File: config.mk
export PLATFORM = sky130hd
export DESIGN_NAME = fp_adder_tree_pipe
export DESIGN_NICKNAME = d
export VERILOG_FILES = /design/src/rtl/fp_pkg.sv /design/src/rtl/fp_add_core.sv /design/src/rtl/fp_adder_tree_pipe.sv
export SDC_FILE = /design/constraint.sdc
export NUM_CORES = 2
export LEC_CHECK = 0
export ABC_AREA = 1
export CAP_MARGIN = 20
export CORE_MARGIN = 3
export CORE_UTILIZATION = 50
export CTS_BUF_LIST = sky130_fd_sc_hd__clkbuf_8
export DETAILED_ROUTE_END_ITERATION = 6
export PLACE_DENSITY = 0.8
export SLEW_MARGIN = 0
export SYNTH_ARGS = -nofsm -noshare
export SYNTH_HDL_FRONTEND = slang
export SYNTH_SLANG_ARGS = --single-unit
File: constraint.sdc
create_clock -name clk -period 10.8 [get_ports clk]
set_clock_uncertainty 0.2 [all_clocks]
set_input_delay 2.16 -clock clk [delete_from_list [all_inputs] [get_ports clk]]
set_output_delay 2.16 -clock clk [all_outputs]
set_load 0.005 [all_outputs]
File: src/rtl/fp_pkg.sv
// Shared constants and helpers for the FP adder tree: word geometry, rounding
// constant, exception encodings, clog2 and a leading-zero encoder.
package fp_pkg;

  localparam int         FP_EXPONENT = 8;
  localparam int         FP_MANTISSA = 23;
  localparam int         FP_W        = FP_EXPONENT + FP_MANTISSA + 1;
  localparam int         FP_GUARD    = 2;
  localparam logic [1:0] FP_RND      = 2'b10;

  // ZERO: exponent field 0 (mantissa ignored). INF: all-ones exponent, zero mantissa.
  localparam int         FP_EXP_ZERO = 0;
  localparam int         FP_MAN_INF  = 0;

  function automatic int clog2(input int v);
    int r;
    r = 0;
    for (int i = 0; i < 31; i++) begin
      if ((1 << i) < v) r = i + 1;
    end
    return r;
  endfunction

  // Leading zeros of v[width-1:0]; returns width when that field is all zero.
  function automatic int lz_enc(input logic [63:0] v, input int width);
    int lz;
    lz = width;
    for (int i = 0; i < 64; i++) begin
      if (i < width && v[i]) lz = width - 1 - i;
    end
    return lz;
  endfunction

endpackage

File: src/rtl/fp_add_core.sv
// Combinational two-operand FP add: hidden-1, two guard bits, +2'b10 rounding,
// flush-to-zero on underflow, saturate-to-inf on exponent overflow.
module fp_add_core
  import fp_pkg::*;
#(
  parameter int EXPONENT = FP_EXPONENT,
  parameter int MANTISSA = FP_MANTISSA
) (
  input  logic [EXPONENT+MANTISSA:0] i_a,
  input  logic [EXPONENT+MANTISSA:0] i_b,
  output logic [EXPONENT+MANTISSA:0] o_sum
);

  localparam int W    = EXPONENT + MANTISSA + 1;
  localparam int SW   = MANTISSA + 1 + FP_GUARD;
  localparam int AW   = MANTISSA + 6;
  localparam int LZW  = clog2(AW) + 1;
  localparam int EMAX = (1 << EXPONENT) - 1;

  logic                 w_swap;
  logic [EXPONENT-1:0]  w_ea, w_eb, w_emax, w_diff;
  logic [SW-1:0]        w_ma, w_mb, w_mbig, w_msml, w_mshf;
  logic                 w_sbig, w_ssml, w_sign, w_carry;
  logic signed [AW-1:0] w_vbig, w_vsml, w_vsum;
  logic [AW-1:0]        w_mag, w_norm, w_rnd;
  logic [LZW-1:0]       w_lz;
  logic [MANTISSA-1:0]  w_man;
  logic [FP_GUARD+2:0]  w_unused_rnd;
  int                   w_exp;

  assign w_ea = i_a[W-2 -: EXPONENT];
  assign w_eb = i_b[W-2 -: EXPONENT];

  always_comb begin
    w_ma = (w_ea == EXPONENT'(FP_EXP_ZERO)) ? '0 : {1'b1, i_a[MANTISSA-1:0], {FP_GUARD{1'b0}}};
    w_mb = (w_eb == EXPONENT'(FP_EXP_ZERO)) ? '0 : {1'b1, i_b[MANTISSA-1:0], {FP_GUARD{1'b0}}};

    w_swap = w_eb > w_ea;
    w_emax = w_swap ? w_eb : w_ea;
    w_diff = w_swap ? (w_eb - w_ea) : (w_ea - w_eb);
    w_mbig = w_swap ? w_mb : w_ma;
    w_msml = w_swap ? w_ma : w_mb;
    w_sbig = w_swap ? i_b[W-1] : i_a[W-1];
    w_ssml = w_swap ? i_a[W-1] : i_b[W-1];
    w_mshf = (int'(w_diff) >= SW) ? '0 : (w_msml >> w_diff);

    w_vbig = w_sbig ? -$signed({3'b000, w_mbig}) : $signed({3'b000, w_mbig});
    w_vsml = w_ssml ? -$signed({3'b000, w_mshf}) : $signed({3'b000, w_mshf});
    w_vsum = w_vbig + w_vsml;
    w_sign = w_vsum[AW-1];
    w_mag  = w_sign ? $unsigned(-w_vsum) : $unsigned(w_vsum);

    // lz is counted below the sign slot, so a no-carry sum gives lz=2 and a carry gives lz=1.
    w_lz   = LZW'(lz_enc(64'(w_mag), AW - 1));
    w_norm = w_mag << w_lz;
    w_rnd  = w_norm + (AW'(FP_RND) << FP_GUARD);
    {w_carry, w_unused_rnd[FP_GUARD+2], w_man, w_unused_rnd[FP_GUARD+1:0]} = w_rnd;
    w_exp  = int'(w_emax) + 2 - int'(w_lz) + int'(w_carry);

    if (w_mag == '0 || w_exp <= 0)
      o_sum = {w_sign, EXPONENT'(FP_EXP_ZERO), {MANTISSA{1'b0}}};
    else if (w_exp >= EMAX)
      o_sum = {w_sign, {EXPONENT{1'b1}}, MANTISSA'(FP_MAN_INF)};
    else
      o_sum = {w_sign, EXPONENT'(w_exp), w_man};
  end

endmodule

File: src/rtl/fp_adder_tree_pipe.sv
// Pipelined NUM_IN-operand FP adder tree with ready/valid and global stall enable.
// Optional group accumulator after the tree is enabled by FP_ADDTREE_ACC_EN.
module fp_adder_tree_pipe
  import fp_pkg::*;
#(
  parameter int EXPONENT = FP_EXPONENT,
  parameter int MANTISSA = FP_MANTISSA,
  parameter int NUM_IN   = 4
) (
  input  logic                                     clk,
  input  logic                                     rst,
  input  logic                                     in_valid,
  output logic                                     in_ready,
  input  logic [NUM_IN*(EXPONENT+MANTISSA+1)-1:0]  in_data,
  input  logic                                     in_last,
  output logic                                     out_valid,
  input  logic                                     out_ready,
  output logic [EXPONENT+MANTISSA:0]               out_data
);

  localparam int W      = EXPONENT + MANTISSA + 1;
  localparam int LEVELS = clog2(NUM_IN);

  logic              w_en;
  logic [W-1:0]      w_sum  [NUM_IN-1];
  logic [W-1:0]      r_node [NUM_IN-1];
  logic [LEVELS-1:0] r_vld;
  logic [W-1:0]      w_tree_data;
  logic              w_tree_vld;

  assign w_en        = !out_valid || out_ready;
  assign in_ready    = w_en;
  assign w_tree_data = r_node[NUM_IN-2];
  assign w_tree_vld  = r_vld[LEVELS-1];

  // Adders of level L occupy r_node/w_sum indices [NUM_IN-2*(NUM_IN>>L) +: NUM_IN>>L].
  for (genvar gl = 1; gl <= LEVELS; gl++) begin : g_lvl
    localparam int BASE = NUM_IN - 2 * (NUM_IN >> gl);
    localparam int PREV = NUM_IN - 2 * (NUM_IN >> (gl - 1));
    for (genvar gj = 0; gj < (NUM_IN >> gl); gj++) begin : g_add
      logic [W-1:0] w_a, w_b;
      if (gl == 1) begin : g_in
        assign w_a = in_data[(2*gj)*W +: W];
        assign w_b = in_data[(2*gj+1)*W +: W];
      end else begin : g_mid
        assign w_a = r_node[PREV + 2*gj];
        assign w_b = r_node[PREV + 2*gj + 1];
      end
      fp_add_core #(.EXPONENT(EXPONENT), .MANTISSA(MANTISSA)) u_add (
        .i_a  (w_a),
        .i_b  (w_b),
        .o_sum(w_sum[BASE + gj])
      );
    end
  end

  always_ff @(posedge clk or posedge rst) begin
    if (rst) begin
      for (int k = 0; k < NUM_IN - 1; k++) r_node[k] <= '0;
      r_vld <= '0;
    end else if (w_en) begin
      r_node <= w_sum;
      r_vld  <= (r_vld << 1) | LEVELS'(in_valid);
    end
  end

`ifdef FP_ADDTREE_ACC_EN
  logic [LEVELS-1:0] r_last;
  logic [W-1:0]      r_acc, r_out_data, w_acc_sum;
  logic              r_out_valid;

  fp_add_core #(.EXPONENT(EXPONENT), .MANTISSA(MANTISSA)) u_acc (
    .i_a  (r_acc),
    .i_b  (w_tree_data),
    .o_sum(w_acc_sum)
  );

  // r_acc is zero at the start of every group, so 0 + tree_sum is the first-beat case.
  always_ff @(posedge clk or posedge rst) begin
    if (rst) begin
      r_last      <= '0;
      r_acc       <= '0;
      r_out_data  <= '0;
      r_out_valid <= 1'b0;
    end else if (w_en) begin
      r_last      <= (r_last << 1) | LEVELS'(in_last);
      r_out_valid <= w_tree_vld && r_last[LEVELS-1];
      if (w_tree_vld) begin
        if (r_last[LEVELS-1]) begin
          r_out_data <= w_acc_sum;
          r_acc      <= '0;
        end else begin
          r_acc      <= w_acc_sum;
        end
      end
    end
  end

  assign out_valid = r_out_valid;
  assign out_data  = r_out_data;
`else
  logic w_unused_last;
  assign w_unused_last = in_last;
  assign out_valid     = w_tree_vld;
  assign out_data      = w_tree_data;
`endif

endmodule

; ---- Word level (Yosys, flattened, before mapping)
; Index checks and enable logic that the tools add are counted.
[word_totals]
output_inout_bits = 34
wordCells = 193
input_bits = 133
ff_bits = 98
[op_classes]
n_reduce_logical = 14
bitwise_logic = 1
muxes = 126
addsub = 30
shifts = 6
n_lt_le_gt_ge = 12
[ops]
columns = operator, n
row1 = 2-to-1 mux 6 bit, 81
row2 = 2-to-1 mux 26 bit, 15
row3 = 2-to-1 mux 29 bit, 9
row4 = 2-to-1 mux 31 bit, 6
row5 = negator 26 -> 29 bit, 6
row6 = adder 32 x 2 -> 32 bit, 3
row7 = >= comparator 32 x 9 -> 1 bit (second input constant), 3
row8 = less-or-equal comparator 32 x 1 -> 1 bit (second input constant), 3
row9 = subtractor 32 x 7 -> 32 bit, 3
row10 = adder 29 bit, 3
row11 = adder 29 x 4 -> 29 bit (second input constant), 3
row12 = logical NOT 29 bit, 3
row13 = negator 29 bit, 3
row14 = << shifter 29 x 6 -> 29 bit, 3
row15 = >> shifter 26 x 8 -> 26 bit, 3
row16 = logical NOT 8 bit, 6
row17 = 2-to-1 mux 8 bit, 6
row18 = subtractor 8 bit, 6
row19 = adder 8 x 2 -> 9 bit (second input constant), 3
row20 = >= comparator 8 x 5 -> 1 bit (second input constant), 3
row21 = greater-than comparator 8 bit, 3
row22 = 2-to-1 mux 3 bit, 3
row23 = 2-to-1 mux 1 bit, 6
row24 = logical OR 1 bit, 4
row25 = 2 further kinds, 2

; ---- Logic depth before layout (Yosys ltp)
[depth]
ltp_word = 44
ltp_mapped = 112
ltp_nobuf = 108

; ---- Cells and area by module
; Synthesis repeated with hierarchy kept, for this count alone.
[hier_totals]
cells_unflattened = 6179
area_unflattened_um2 = 33852.5
[modules_own_cells]
columns = module, n_inst, area_per_inst_um2, cells_each, seq_area_each_um2
row1 = fp_add_core (g_lvl[1].g_add[0].u_add), 1, 10099.7, 1954, 0.0
row2 = fp_add_core (g_lvl[1].g_add[1].u_add), 1, 9964.6, 1902, 0.0
row3 = fp_add_core (g_lvl[2].g_add[0].u_add), 1, 9910.8, 1898, 0.0
row4 = fp_adder_tree_pipe, 1, 3877.5, 425, 2452.4

; ---- Least setup slack after synthesis
; Ideal clock, no wire load.
[synth_timing]
kind = input to register
from = input in_data[119]
to = register r_node (netlist bit g_lvl[2].g_add[0].w_b[19])
required_ps = 10534
setup_ps = 66
stages = 101
n_path_buf = 4
t_arrival_ps = 13491
path_slack_ps = -2956
path_cell_list = inv_1 ha_1 inv_1 fa_1 nand3_1 nand3_1 nand2_1 nand2_1 nand2_2 inv_2 or2_1 o21ai_2 inv_2 buf_4 nand3_1 nand3_1 a21oi_1 a31oi_1 [... 65 more ...] fa_1 o21ai_0 a21oi_1 o21bai_1 nand2_1 nand2_1 a21oi_1 o2111a_1 nand3_1 o41ai_1 a21oi_1 nand3_1 inv_1 clkbuf_1 nand2_1 nand2_1 nand2_1 nand2_1
[synth_between]
elab_chain_len = 44
word_cells_on_any_way = 60
classes_between = add/sub (10) / order compare (4) / shift (2) / mux (41) / reduce/logical (3)
[synth_lines]
columns = element, line
row1 = start: declaration, fp_adder_tree_pipe.sv:14  ; input logic [NUM_IN*(EXPONENT+MANTISSA+1)-1:0] in_data,
row2 = "parallel branches: the longest is 43 deep, another holds negator 26 -> 29 bit", n/a
row3 = 2-to-1 mux 31 bit *, fp_add_core.sv:60  ; if (w_mag == '0 || w_exp <= 0)
row4 = end signal: assignment, fp_adder_tree_pipe.sv:62  ; r_node <= w_sum;
row5 = end: declaration, fp_adder_tree_pipe.sv:26  ; logic [W-1:0] r_node [NUM_IN-1];
; Mark *: on every way between the ends.
; A chain may end at the register's enable or synchronous reset.

; ---- Worst setup path after layout
[layout_timing]
from = input in_data[119]
to = register r_node (netlist bit g_lvl[2].g_add[0].w_b[12])
; The elaborated chain is that of the path after synthesis.

==> out/results.txt <==
Initial antenna violation count -> 2
NumNets Final -> 7,938
Post-placement cell area -> 0.0469 sq mm
Clock latency on the worst-skew pair -> 0.44 ns
Sequential fraction of the synthesis area -> 7.73%
Synth Area per Inst -> 5.41 sq um
Max Slew Vio Count -> 0
Final instance area -> 0.0511 sq mm
CP startpoint -> in_data[119]
DP Cell Count -> 8,292
Fin. Hold Viols -> 0
Post-synth ARST share -> 100%
GPL Wtd Cong -> 1.05
Register-to-Register Setup Slack -> -1.58 ns
Rows -> 91
Max-Cap Viols -> 0
CP max FO -> 11
Synth Area in XOR/XNOR -> 9.48%
# DRC -> 105
Die Height -> 258 um
Mapped Area -> 0.0317 sq mm
Sequential Area -> 0.00245 sq mm
CTS Hold Buffers Added -> 0
Total CTS buffers -> 9
CP endpoint kind -> flip-flop
Largest net degree at the start of global routing -> 63
Die area -> 0.0665 sq mm
Hold_sp -> out_data[8]
H-tree depth reported by CTS -> 3
Data required, critical path -> 10.96 ns
RSZ-0062 raised after global routing -> yes
Filler instances -> 4,045
Largest family of logic cells by synthesized area -> simple AND/OR/NAND/NOR gates
Syn_nets -> 6,196
CTS root buffer -> clkbuf_8
Number of port buffers -> 165
Number of global-route vias before repair -> 44.6k
1st-iter DRT viols -> 6,432
Startpoint types -> input pin
Critical Path Slowest Stage Cell -> xor2_1
Main synth FF type -> dfrtp_1
Tcrit/Tclk final -> 136%
Worst r2r path cells -> 102
Compound-gate portion of the synthesized area -> 13.0%
Flops & latches, synth -> 98
Crit Reg-Reg Endpoint -> out_data[17]
IO Pins -> 167
Failing checks -> DRC, setup timing
R2r startpoint -> g_lvl[2].g_add[0].w_b[27]
EDFF count, synth -> 0
Hold Path End -> out_data[8]
Post-Syn Instances -> 5,865
Post-DRT Antenna Nets -> 0
Fin Hold WS -> 0.294 ns
Max incr delay on CP -> 0.62 ns
Clock transition at the registers of the reported paths -> 0.12 ns
Routed Wire Length -> 150 mm
DR vias/cell -> 5.89
Via count -> 49.8k
Fmax -> 68.1 MHz
First drt pass iteration count -> 7
Worst setup margin -> -3.88 ns
Max-slew headroom -> 40.5%
First-pass GRT wire length -> 211 mm
Finished Layout Cells -> 8,450
Final min period -> 14.68 ns
Adder-Cell Fraction of Synth Area -> 8.09%
Final Setup Violations -> 93
Clock sink count -> 98
Die X-Extent -> 258 um
Total GRT Usage -> 37.4%
Multi-input logic area -> 0.0284 sq mm
Setup CP Type -> input pin to flip-flop
WHS Path Cells -> 2
DPL Wire Length -> 108 mm
Distinct cells, synth -> 66
Crit path DAT -> 14.85 ns
Most common cell on crit path -> nand2_1
Yosys warns -> 0
Synth Area in Simple Gates -> 49.1%
Initial core utilization -> 51.0%
DR WL/cell -> 17.8 um
Synthesis-to-layout area growth -> 61.0%
Status -> finished with violations
Worst slew pin tran -> 0.883 ns
Layout cells sized above 1 -> 35.1%
CTS tree -> done
Most frequent cells in the layout -> 1,711 x buf_4, 1,499 x nand2_1, 827 x nand3_1
HP Class -> flip-flop to flip-flop
CTS Buffer Depth -> 2
Final Core Density -> 82.0%
Most common cell after layout, fill and taps aside -> buf_4
Portion of netlist area occupied by mux cells -> 0%
Core Area -> 0.0623 sq mm
Total grt overflow -> 0
layer usage:
| metal | vias to the layer above | global-route usage [%] | routed length (um) |
|---|---|---|---|
| met5 | - | 0 | 12 |
| met4 | 2 | 19.8 | 12700 |
| met3 | 1120 | 4.33 | 13900 |
| met2 | 3438 | 65.9 | 68700 |
| met1 | 22504 | 44.6 | 55100 |
| li1 | 22741 | - | - |
worst max path at each step:
stage                                end  slack [ns]  depth (start not counted)
6_report       g_lvl[2].g_add[0].w_b[12]       -3.88                         95
5_1_grt         g_lvl[2].g_add[0].w_b[9]       -4.44                         96
4_1_cts         g_lvl[2].g_add[0].w_a[4]       -2.95                        102
3_5_place_dp   g_lvl[2].g_add[0].w_b[12]       -3.85                         99
3_3_place_gp    g_lvl[2].g_add[0].w_a[4]       -3.19                         82
2_1_floorplan  g_lvl[2].g_add[0].w_b[19]       -1.86                        102
worst max-delay path: cells and delay by family:
family / cells / cell delay [ns]
AOI/OAI and AO/OA: 19 / 2.67
adders and majority gates: 5 / 1.27
buffers and inverters: 15 / 1.64
and+or+nand+nor: 53 / 5.95
xor gates and xnor gates: 3 / 1.12
registers in the layout (all words and copies together), names as in the netlist:
register and flops:
g_lvl.g_add.w_a 32, out_data 32, g_lvl.g_add.w_b 32, r_vld 2
Yosys cell counts, types with 4 or more instances:
| cell type | n | area [sq um] |
|---|---|---|
| a21o_1 | 10 | 75.1 |
| a21oi_1 | 231 | 1160 |
| a22o_1 | 10 | 87.6 |
| a31oi_1 | 29 | 181 |
| and2_1 | 8 | 50.1 |
| and3_1 | 4 | 25.0 |
| buf_1 | 17 | 63.8 |
| buf_2 | 87 | 435 |
| buf_4 | 36 | 270 |
| buf_6 | 12 | 135 |
| clkbuf_1 | 94 | 353 |
| clkinv_1 | 13 | 48.8 |
| dfrtp_1 | 98 | 2450 |
| fa_1 | 12 | 240 |
| ha_1 | 186 | 2330 |
| inv_1 | 665 | 2500 |
| inv_2 | 41 | 154 |
| nand2_1 | 1677 | 6290 |
| nand2_2 | 28 | 175 |
| nand2_4 | 9 | 101 |
| nand3_1 | 1043 | 5220 |
| nand3_2 | 21 | 210 |
| nand3b_1 | 16 | 120 |
| nand4_1 | 118 | 738 |
| nor2_1 | 439 | 1650 |
| nor2_2 | 37 | 231 |
| nor2_4 | 7 | 78.8 |
| nor3_1 | 51 | 255 |
| nor3_2 | 7 | 70.1 |
| nor3b_1 | 9 | 67.6 |
| nor4_1 | 19 | 119 |
| o211ai_1 | 14 | 105 |
| o21ai_0 | 315 | 1580 |
| o21ai_1 | 49 | 245 |
| o21ai_2 | 9 | 78.8 |
| o21bai_1 | 18 | 135 |
| o22ai_1 | 19 | 119 |
| o31ai_1 | 10 | 75.1 |
| o41ai_1 | 5 | 43.8 |
| or2_1 | 5 | 31.3 |
| or2_2 | 12 | 75.1 |
| xnor2_1 | 60 | 526 |
| xor2_1 | 276 | 2420 |
| xor2_2 | 4 | 65.1 |
timing repair:
action | in CTS | in global routing
endpoints found under the setup margin | 93 | 93
pin swaps | 14 | 235
cloned | 1 | 17
setup buffers | 14 | 109
resized for setup | 38 | 687
stage by stage:
step | setup TNS, ns | worst slack, ns
3_3_place_gp | -228.16 | -3.19
2_1_floorplan | -101.64 | -1.86
4_1_cts | -218.03 | -2.95
6_report | -253.53 | -3.88
3_5_place_dp | -269.26 | -3.85
5_1_grt | -321.51 | -4.44
final cells by class:
| type | instances | share of cell area (%) |
|---|---|---|
| diodes | 1 | 0.00490 |
| inverters | 722 | 5.45 |
| clock buffers | 10 | 0.269 |
| multi-input cells | 4801 | 55.6 |
| well taps | 837 | 2.05 |
| flip-flops and latches | 98 | 4.80 |
| clock inverters | 6 | 0.122 |
| repair buffers | 1974 | 31.7 |
| repair inverters | 1 | 0.0147 |
cell families after synthesis:
| family | count (synthesis) |
|---|---|
| fa+ha+maj | 198 |
| flops | 98 |
| xor+xnor | 340 |
| simple gates | 3517 |
| compound gates | 744 |
| buf+inv | 968 |
Power is not shown: default switching activity piles up to over one toggle a cycle in this logic, so the estimate is an artifact.
